### config.mk
export PLATFORM = sky130hd
export DESIGN_NAME = victim_write_buffer
export DESIGN_NICKNAME = d
export VERILOG_FILES = /design/src/rtl/lc3b_types.sv /design/src/rtl/victim_line_reg.sv /design/src/rtl/victim_write_buffer.sv
export SDC_FILE = /design/constraint.sdc
export NUM_CORES = 1
export LEC_CHECK = 0
export BUFFER_PORTS_ARGS = -buffer_cell sky130_fd_sc_hd__buf_4
export CORE_AREA = 2 2 217 219
export CTS_CLUSTER_DIAMETER = 120
export DETAILED_ROUTE_END_ITERATION = 12
export DIE_AREA = 0 0 219 221
export GPL_TIMING_DRIVEN = 0
export HOLD_SLACK_MARGIN = 0.02
export PLACE_DENSITY = 0.63
export RECOVER_POWER = 100
export SYNTH_ARGS = -nofsm -noshare
export SYNTH_HDL_FRONTEND = slang
export SYNTH_SLANG_ARGS = --single-unit
### constraint.sdc
create_clock -name clk -period 5.85 [get_ports clk]
set_clock_uncertainty 0.05 [all_clocks]
set_input_delay 0.2925 -clock clk [delete_from_list [all_inputs] [get_ports clk]]
set_output_delay 0.2925 -clock clk [all_outputs]
set_load 0.1 [all_outputs]
### src/rtl/lc3b_types.sv
// Shared LC-3b types: machine word, cache line, victim-buffer FSM state.
// Also holds the line-offset width used for line-granular address matching.
package lc3b_types;

    typedef logic [15:0]  lc3b_word;
    typedef logic [127:0] lc3b_line;

    // Byte-offset bits inside a 16-byte line; ignored when matching lines.
    localparam int OFFSET_W = 4;

    typedef enum logic [1:0] {
        IDLE,
        READ_MEM,
        DRAIN
    } vwb_state_t;

endpackage

### src/rtl/victim_line_reg.sv
// Storage for the single buffered victim line (valid/address/data).
// Ports: clk_i, rst_i (async, active-high), load_i (capture addr_i/data_i and
// set valid), clear_i (drop valid), tag_i (line tag to compare),
// valid_o/addr_o/data_o (held line), match_o (valid line with equal tag).
module victim_line_reg #(
    parameter int ADDR_W   = 16,
    parameter int LINE_W   = 128,
    parameter int OFFSET_W = lc3b_types::OFFSET_W
) (
    input  logic                       clk_i,
    input  logic                       rst_i,
    input  logic                       load_i,
    input  logic                       clear_i,
    input  logic [ADDR_W-1:0]          addr_i,
    input  logic [LINE_W-1:0]          data_i,
    input  logic [ADDR_W-OFFSET_W-1:0] tag_i,
    output logic                       valid_o,
    output logic [ADDR_W-1:0]          addr_o,
    output logic [LINE_W-1:0]          data_o,
    output logic                       match_o
);

    logic              valid_q;
    logic [ADDR_W-1:0] addr_q;
    logic [LINE_W-1:0] data_q;

    // A load always wins: a re-eviction of the same line overwrites in place.
    always_ff @(posedge clk_i or posedge rst_i) begin
        if (rst_i) begin
            valid_q <= 1'b0;
            addr_q  <= '0;
            data_q  <= '0;
        end else if (load_i) begin
            valid_q <= 1'b1;
            addr_q  <= addr_i;
            data_q  <= data_i;
        end else if (clear_i) begin
            valid_q <= 1'b0;
        end
    end

    assign valid_o = valid_q;
    assign addr_o  = addr_q;
    assign data_o  = data_q;
    assign match_o = valid_q && (addr_q[ADDR_W-1:OFFSET_W] == tag_i);

endmodule

### src/rtl/victim_write_buffer.sv
// Single-entry victim write buffer between the cache and physical memory.
// Ports: clk, rst (async, active-high); cache side cache_read/cache_write/
// cache_address/cache_wdata in, cache_rdata/cache_resp out; memory side
// pmem_read/pmem_write/pmem_address/pmem_wdata out, pmem_rdata/pmem_resp in.
module victim_write_buffer #(
    parameter int ADDR_W   = 16,
    parameter int LINE_W   = $bits(lc3b_types::lc3b_line),
    parameter int OFFSET_W = lc3b_types::OFFSET_W
) (
    input  logic              clk,
    input  logic              rst,
    input  logic              cache_read,
    input  logic              cache_write,
    input  logic [ADDR_W-1:0] cache_address,
    input  logic [LINE_W-1:0] cache_wdata,
    output logic [LINE_W-1:0] cache_rdata,
    output logic              cache_resp,
    output logic              pmem_read,
    output logic              pmem_write,
    output logic [ADDR_W-1:0] pmem_address,
    output logic [LINE_W-1:0] pmem_wdata,
    input  logic [LINE_W-1:0] pmem_rdata,
    input  logic              pmem_resp
);

    import lc3b_types::*;

    vwb_state_t        state_q, state_d;
    logic              buf_load, buf_clear;
    logic              buf_valid, buf_match;
    logic [ADDR_W-1:0] buf_addr;
    logic [LINE_W-1:0] buf_data;

    victim_line_reg #(
        .ADDR_W   (ADDR_W),
        .LINE_W   (LINE_W),
        .OFFSET_W (OFFSET_W)
    ) u_line (
        .clk_i   (clk),
        .rst_i   (rst),
        .load_i  (buf_load),
        .clear_i (buf_clear),
        .addr_i  (cache_address),
        .data_i  (cache_wdata),
        .tag_i   (cache_address[ADDR_W-1:OFFSET_W]),
        .valid_o (buf_valid),
        .addr_o  (buf_addr),
        .data_o  (buf_data),
        .match_o (buf_match)
    );

    always_ff @(posedge clk or posedge rst) begin
        if (rst) begin
            state_q <= IDLE;
        end else begin
            state_q <= state_d;
        end
    end

    // Responses are combinational; reset masks them so an eviction presented
    // while reset is held is neither acknowledged nor captured.
    always_comb begin
        state_d      = state_q;
        buf_load     = 1'b0;
        buf_clear    = 1'b0;
        pmem_read    = 1'b0;
        pmem_write   = 1'b0;
        pmem_address = buf_addr;
        pmem_wdata   = buf_data;
        cache_rdata  = buf_data;
        cache_resp   = 1'b0;
        if (!rst) begin
            unique case (state_q)
                IDLE: begin
                    if (cache_read) begin
                        if (buf_match) begin
                            cache_resp = 1'b1;
                        end else begin
                            state_d = READ_MEM;
                        end
                    end else if (cache_write) begin
                        if (!buf_valid || buf_match) begin
                            cache_resp = 1'b1;
                            buf_load   = 1'b1;
                        end else begin
                            state_d = DRAIN;
                        end
                    end else if (buf_valid) begin
                        state_d = DRAIN;
                    end
                end
                READ_MEM: begin
                    pmem_read    = 1'b1;
                    pmem_address = cache_address;
                    cache_rdata  = pmem_rdata;
                    cache_resp   = pmem_resp;
                    if (pmem_resp) begin
                        state_d = IDLE;
                    end
                end
                DRAIN: begin
                    pmem_write = 1'b1;
                    if (pmem_resp) begin
                        buf_clear = 1'b1;
                        state_d   = IDLE;
                    end
                end
                default: state_d = IDLE;
            endcase
        end
    end

endmodule

### Yosys cells after proc, flatten, opt, wreduce, memory -nomap -nowiden

Cells that the tools add are included.

* bits of input ports: 277
* output and inout bits: 275
* logic and storage cells: 48
* bits in registers: 147

* equal/unequal tests: 7
* reductions and logical operators: 7
* mux-type cells: 29
* bitwise gates (word level): 1

Operators with widths (count)
* $mux W128: 2
* $mux W16: 2
* $mux W1: 17
* $eq A12 B12 Y1: 1
* $mux W2: 6
* $reduce_and A5 Y1: 1
* $ne A4 B3 Y1 const B: 1
* $ne A4 B4 Y1 const B: 1
* $pmux W2 S2: 1
* $ne A3 B3 Y1 const B: 1
* $eq A2 B1 Y1 const B: 1
* $eq A2 B2 Y1 const B: 1
* $logic_not A2 Y1: 1
* $ne A2 B1 Y1 const B: 1
* $pmux W1 S2: 1
* $reduce_bool A2 Y1: 1
* $reduce_or A2 Y1: 1
* $logic_and A1 B1 Y1: 1
* $logic_not A1 Y1: 1
* $logic_or A1 B1 Y1: 1
* $not A1 Y1: 1

### Logic depth before layout (Yosys ltp)

* word-level depth: 9
* gate-level depth with buffers: 9
* depth with buffers taken out: 6

### Modules after synthesis

From an unflattened synthesis, not the netlist that was laid out.

* cell total of the unflattened synthesis: 515
* area, all modules: 7928.9 um2

By module, submodules not included
* victim_line_reg: area each 5705.5 um2, instances 1, cells an instance 325, seq. area each 3628.5 um2
* victim_write_buffer: area each 2223.4 um2, instances 1, cells an instance 190, seq. area each 50.0 um2

### Worst setup path after synthesis

Ideal clock, no wire load.

* path type: register to output
* from: register state_q[1]
* to: output cache_resp
* stages on the path, launching flop included: 7
* arrival: 3.055 ns
* buffers on the path: 2
* setup slack: 2.452 ns
* required time: 5.508 ns
* cells stage by stage: dfrtp_1 inv_1 ha_1 nor2b_1 clkbuf_1 clkbuf_1 a221o_1

* longest elaborated chain between the ends: 3
* elaborated cells on any way between the ends: 4
* classes of those cells: eq/ne: 1; mux: 2; reduce/logical: 1

Ends and longest elaborated chain
* start: declaration: RTL line victim_write_buffer.sv:28 `vwb_state_t state_q, state_d;`
* start signal: assignment: RTL line victim_write_buffer.sv:56 `state_q <= state_d;`
* $eq A2 B1 Y1 / $logic_not A2 Y1 (equally long branches): RTL line victim_write_buffer.sv:73 `unique case (state_q)`
* $pmux W1 S2 (*): RTL line victim_write_buffer.sv:73
* $mux W1 (*): RTL line victim_write_buffer.sv:72 `if (!rst) begin`
* end: declaration: RTL line victim_write_buffer.sv:17 `output logic cache_resp,`

Every way passes the cells marked *; elsewhere a longest branch is shown, timed or not.

### Worst setup path after layout

* from: register state_q[1]
* to: output cache_rdata[84]

* longest elaborated chain between the ends: 3

Ends and longest elaborated chain
* $eq A2 B1 Y1: RTL line victim_write_buffer.sv:73
* $mux W128: RTL line victim_write_buffer.sv:73
* $mux W128: RTL line victim_write_buffer.sv:72
* end: declaration: RTL line victim_write_buffer.sv:16 `output logic [LINE_W-1:0] cache_rdata,`

No other way between the ends.

==> run_results.csv <==
group,metric,value,unit
clock_network,clock_path_buffers,2,
global_route,antenna_found_initial,0,
timing,slew_headroom,-0.530,
timing,post-route-period-util,0.796,
setup_path,end_kind,"output port",
yosys,syn_area,12800,µm²
placed_design,dpl_worst_slack,2.21,ns
routing,drtIter0Drc,2162,
power,finalPower,9.59,mW
timing,worst_slack,1.19,ns
placed_design,portBuffers,551,
finish,drive_gt1_frac,0.217,
placed_design,gp_congestion,0.854,
setup_path,crit_chain,"inv_1 -> ha_1 -> nor2b_1 -> clkbuf_1 -> clkbuf_1 -> mux2_2 -> clkbuf_1",
yosys,synth_seq_cells,147,
placed_design,dp.cells,2847,
timing,slew_viol_final,41,
power,p_leak,6.25,nW
finish,area_growth,35.6,%
timing,fin_crit,4.66,ns
global_route,grt_pass1_vias,15600,
floorplan,die_h,221,µm
setup_path,crit_arrival,4.32,ns
clock_network,clk_pin_slew_worst_paths,0.07,ns
clock_network,clkSinkCount,147,
routing,detail-route-antenna-nets,0,
floorplan,core_area,46100,µm²
finish,seq_area,3680,µm²
timing,timing.hold.ws,0.142,ns
routing,dr.pass1.iters,5,
clock_network,htree_levels,4,
routing,viasPerCell,5.63,
clock_network,post_cts_buffers,0,
yosys,yosysUniqueCellTypes,34,
clock_network,cts_buffers,17,
clock_network,root_buffer,"clkbuf_16",
power,ir_drop,0.000360,V
yosys,yosys.area.top_type,"dfrtp_1",
yosys,netlist_top_cells_area,"dfrtp_1 29%, mux2_2 13%, nand2_1 13%",
yosys,synth_edf_count,0,
setup_path,cpLargestDelayFamily,"buffers and inverters",
yosys,synthTopCellsByCount,"432 x nand2_1, 147 x dfrtp_1, 145 x a21oi_1, 145 x mux2_2, 145 x nor4_1",
timing,setup_viol,0,
run_status,violations,"max-capacitance violations, max-slew violations",
clock_network,post_cts_resized,0,
timing,fin_tns_setup,0,ns
global_route,grt_remaining_overflow,0,
clock_network,tritoncts,"yes",
setup_path,startpoint_type,"flip-flop",
power,power.density,553,nW/µm²
yosys,synth_fp_nets,1968,
yosys,synth_top_area_share,0.288,
yosys,synth-async-reset-ratio,1.00,
setup_path,cp_max_fo,10,
setup_path,worst-setup-path-type,"reg2out",
finish,fill_cells,5003,
floorplan,die_w,219,µm
yosys,synth_seq_area_share,0.288,
timing,hold_viol,0,
setup_path,cpMostUsedCell,"clkbuf_1",
placed_design,placed_area,17700,µm²
routing,drc,0,
yosys,syn_inst,1688,
floorplan,num_io_pins,552,
finish,fin_area,17300,µm²
finish,instances_no_fill,2879,
finish,finish.utilization,0.377,
global_route,grt_usage,0.247,
timing,worst_slew_pin_slew,2.28,ns
job,drv_cap,1,
routing,num_vias,16200,
run_status,status,"finished with violations",
placed_design,hpwl,45.7,mm
hold_path,min_path_type,"in2reg",
setup_path,critPathMaxStageDelay,1.06,ns
setup_path,critical_path_buf_inv_count,4,
clock_network,clk-insertion-delay-late,0.45,ns
routing,wirelength,62.3,mm
yosys,synth.most_common_cell,"nand2_1",
timing,rsz0062_at_grt,"no",
yosys,syn_area_per_cell,7.58,µm²
yosys,yosysWarnings,0,
finish,diodes,0,
global_route,grt_start_max_net_pins,108,
floorplan,std_cell_rows,79,
setup_path,required,5.51,ns
floorplan,dieArea,48400,µm²
finish,multiInputGateArea,8300,µm²
timing,fmax,215,MHz
yosys,ys.flop_type,"dfrtp_1",
floorplan,initial_core_util,0.278,
finish,fin_nets,2540,
global_route,grt_pass1_wl,93.4,mm
routing,wl_per_cell,21.6,µm
setup_path,slowest_stage,"clkbuf_1",
## logic make-up after synthesis
family	count (synthesis)	synth area share
buffers and inverters	198	0.0632
and+or+nand+nor	884	0.363
AOI/OAI and AO/OA	299	0.147
adders and majority gates	3	0.00294
xor gates and xnor gates	12	0.00822
DFF	147	0.288
muxes	145	0.128
## cell type report
type,count,share of cell area
Sequential cell,147,0.212
Clock buffer,22,0.0285
Buffer,193,0.0447
Timing Repair Buffer,553,0.184
Multi-Input combinational cell,1343,0.479
Tap cell,607,0.0438
Inverter,5,0.00115
Clock inverter,9,0.00729
## routing by layer
layer / global-route usage / vias up / share of wire
met5: 0 / - / 0
met3: 0.0445 / 114 / 0.091
met1: 0.317 / 7801 / 0.40
li1: - / 7306 / -
met4: 0.0922 / 0 / 0.037
met2: 0.410 / 980 / 0.48
## power by group
part	switching (mW)	internal, mW
Sequential	0.285	1.22
Clock	0.499	0.724
Combinational	5.51	1.35
Total	6.29	3.30
## state kept, by name (all words and copies together), names as in the netlist
signal,cells
u_line.data_o,128
u_line.addr_o,16
state_q,2
u_line.valid_o,1
## layout by cell type (no fill, tap or decap), types with 17 or more instances in the layout
cell type  count
dfrtp_1      147
a21oi_1      145
or3_1        144
buf_4        290
nand2_1      432
buf_2         35
nand3b_1     144
clkbuf_1     417
clkbuf_16     17
o211ai_1     144
nor4_1       145
mux2_2       136
## tightest hold or removal path, delay by kind of cell
kind,cells,cell delay (ns)
buf+inv,1,0.09
compound gates,1,0.07
simple gates,2,0.16
## timing repair
| item | in CTS | in global routing |
|---|---|---|
| hold buffers | 1 | 0 |
| endpoints found under the setup margin | 0 | 0 |
| hold endpoints to repair | 40 | 0 |
## final timing paths
| check | cells past startpoint | from | slack [ns] | end |
|---|---|---|---|---|
| setup / recovery | 7 | state_q[1] | 1.19 | cache_rdata[84] |
| hold / removal | 4 | cache_wdata[53] | 0.14 | u_line.data_o[53] |
| min in group asynchronous | 3 | rst | 1.12 | state_q[0] |
| hold reg to reg | 2 | state_q[0] | 0.57 | state_q[0] |
| setup reg to reg | 9 | state_q[0] | 2.13 | u_line.data_o[98] |
| max in group asynchronous | 4 | rst | 3.26 | u_line.data_o[118] |
Note: power is estimated with default switching activity, not from simulation.
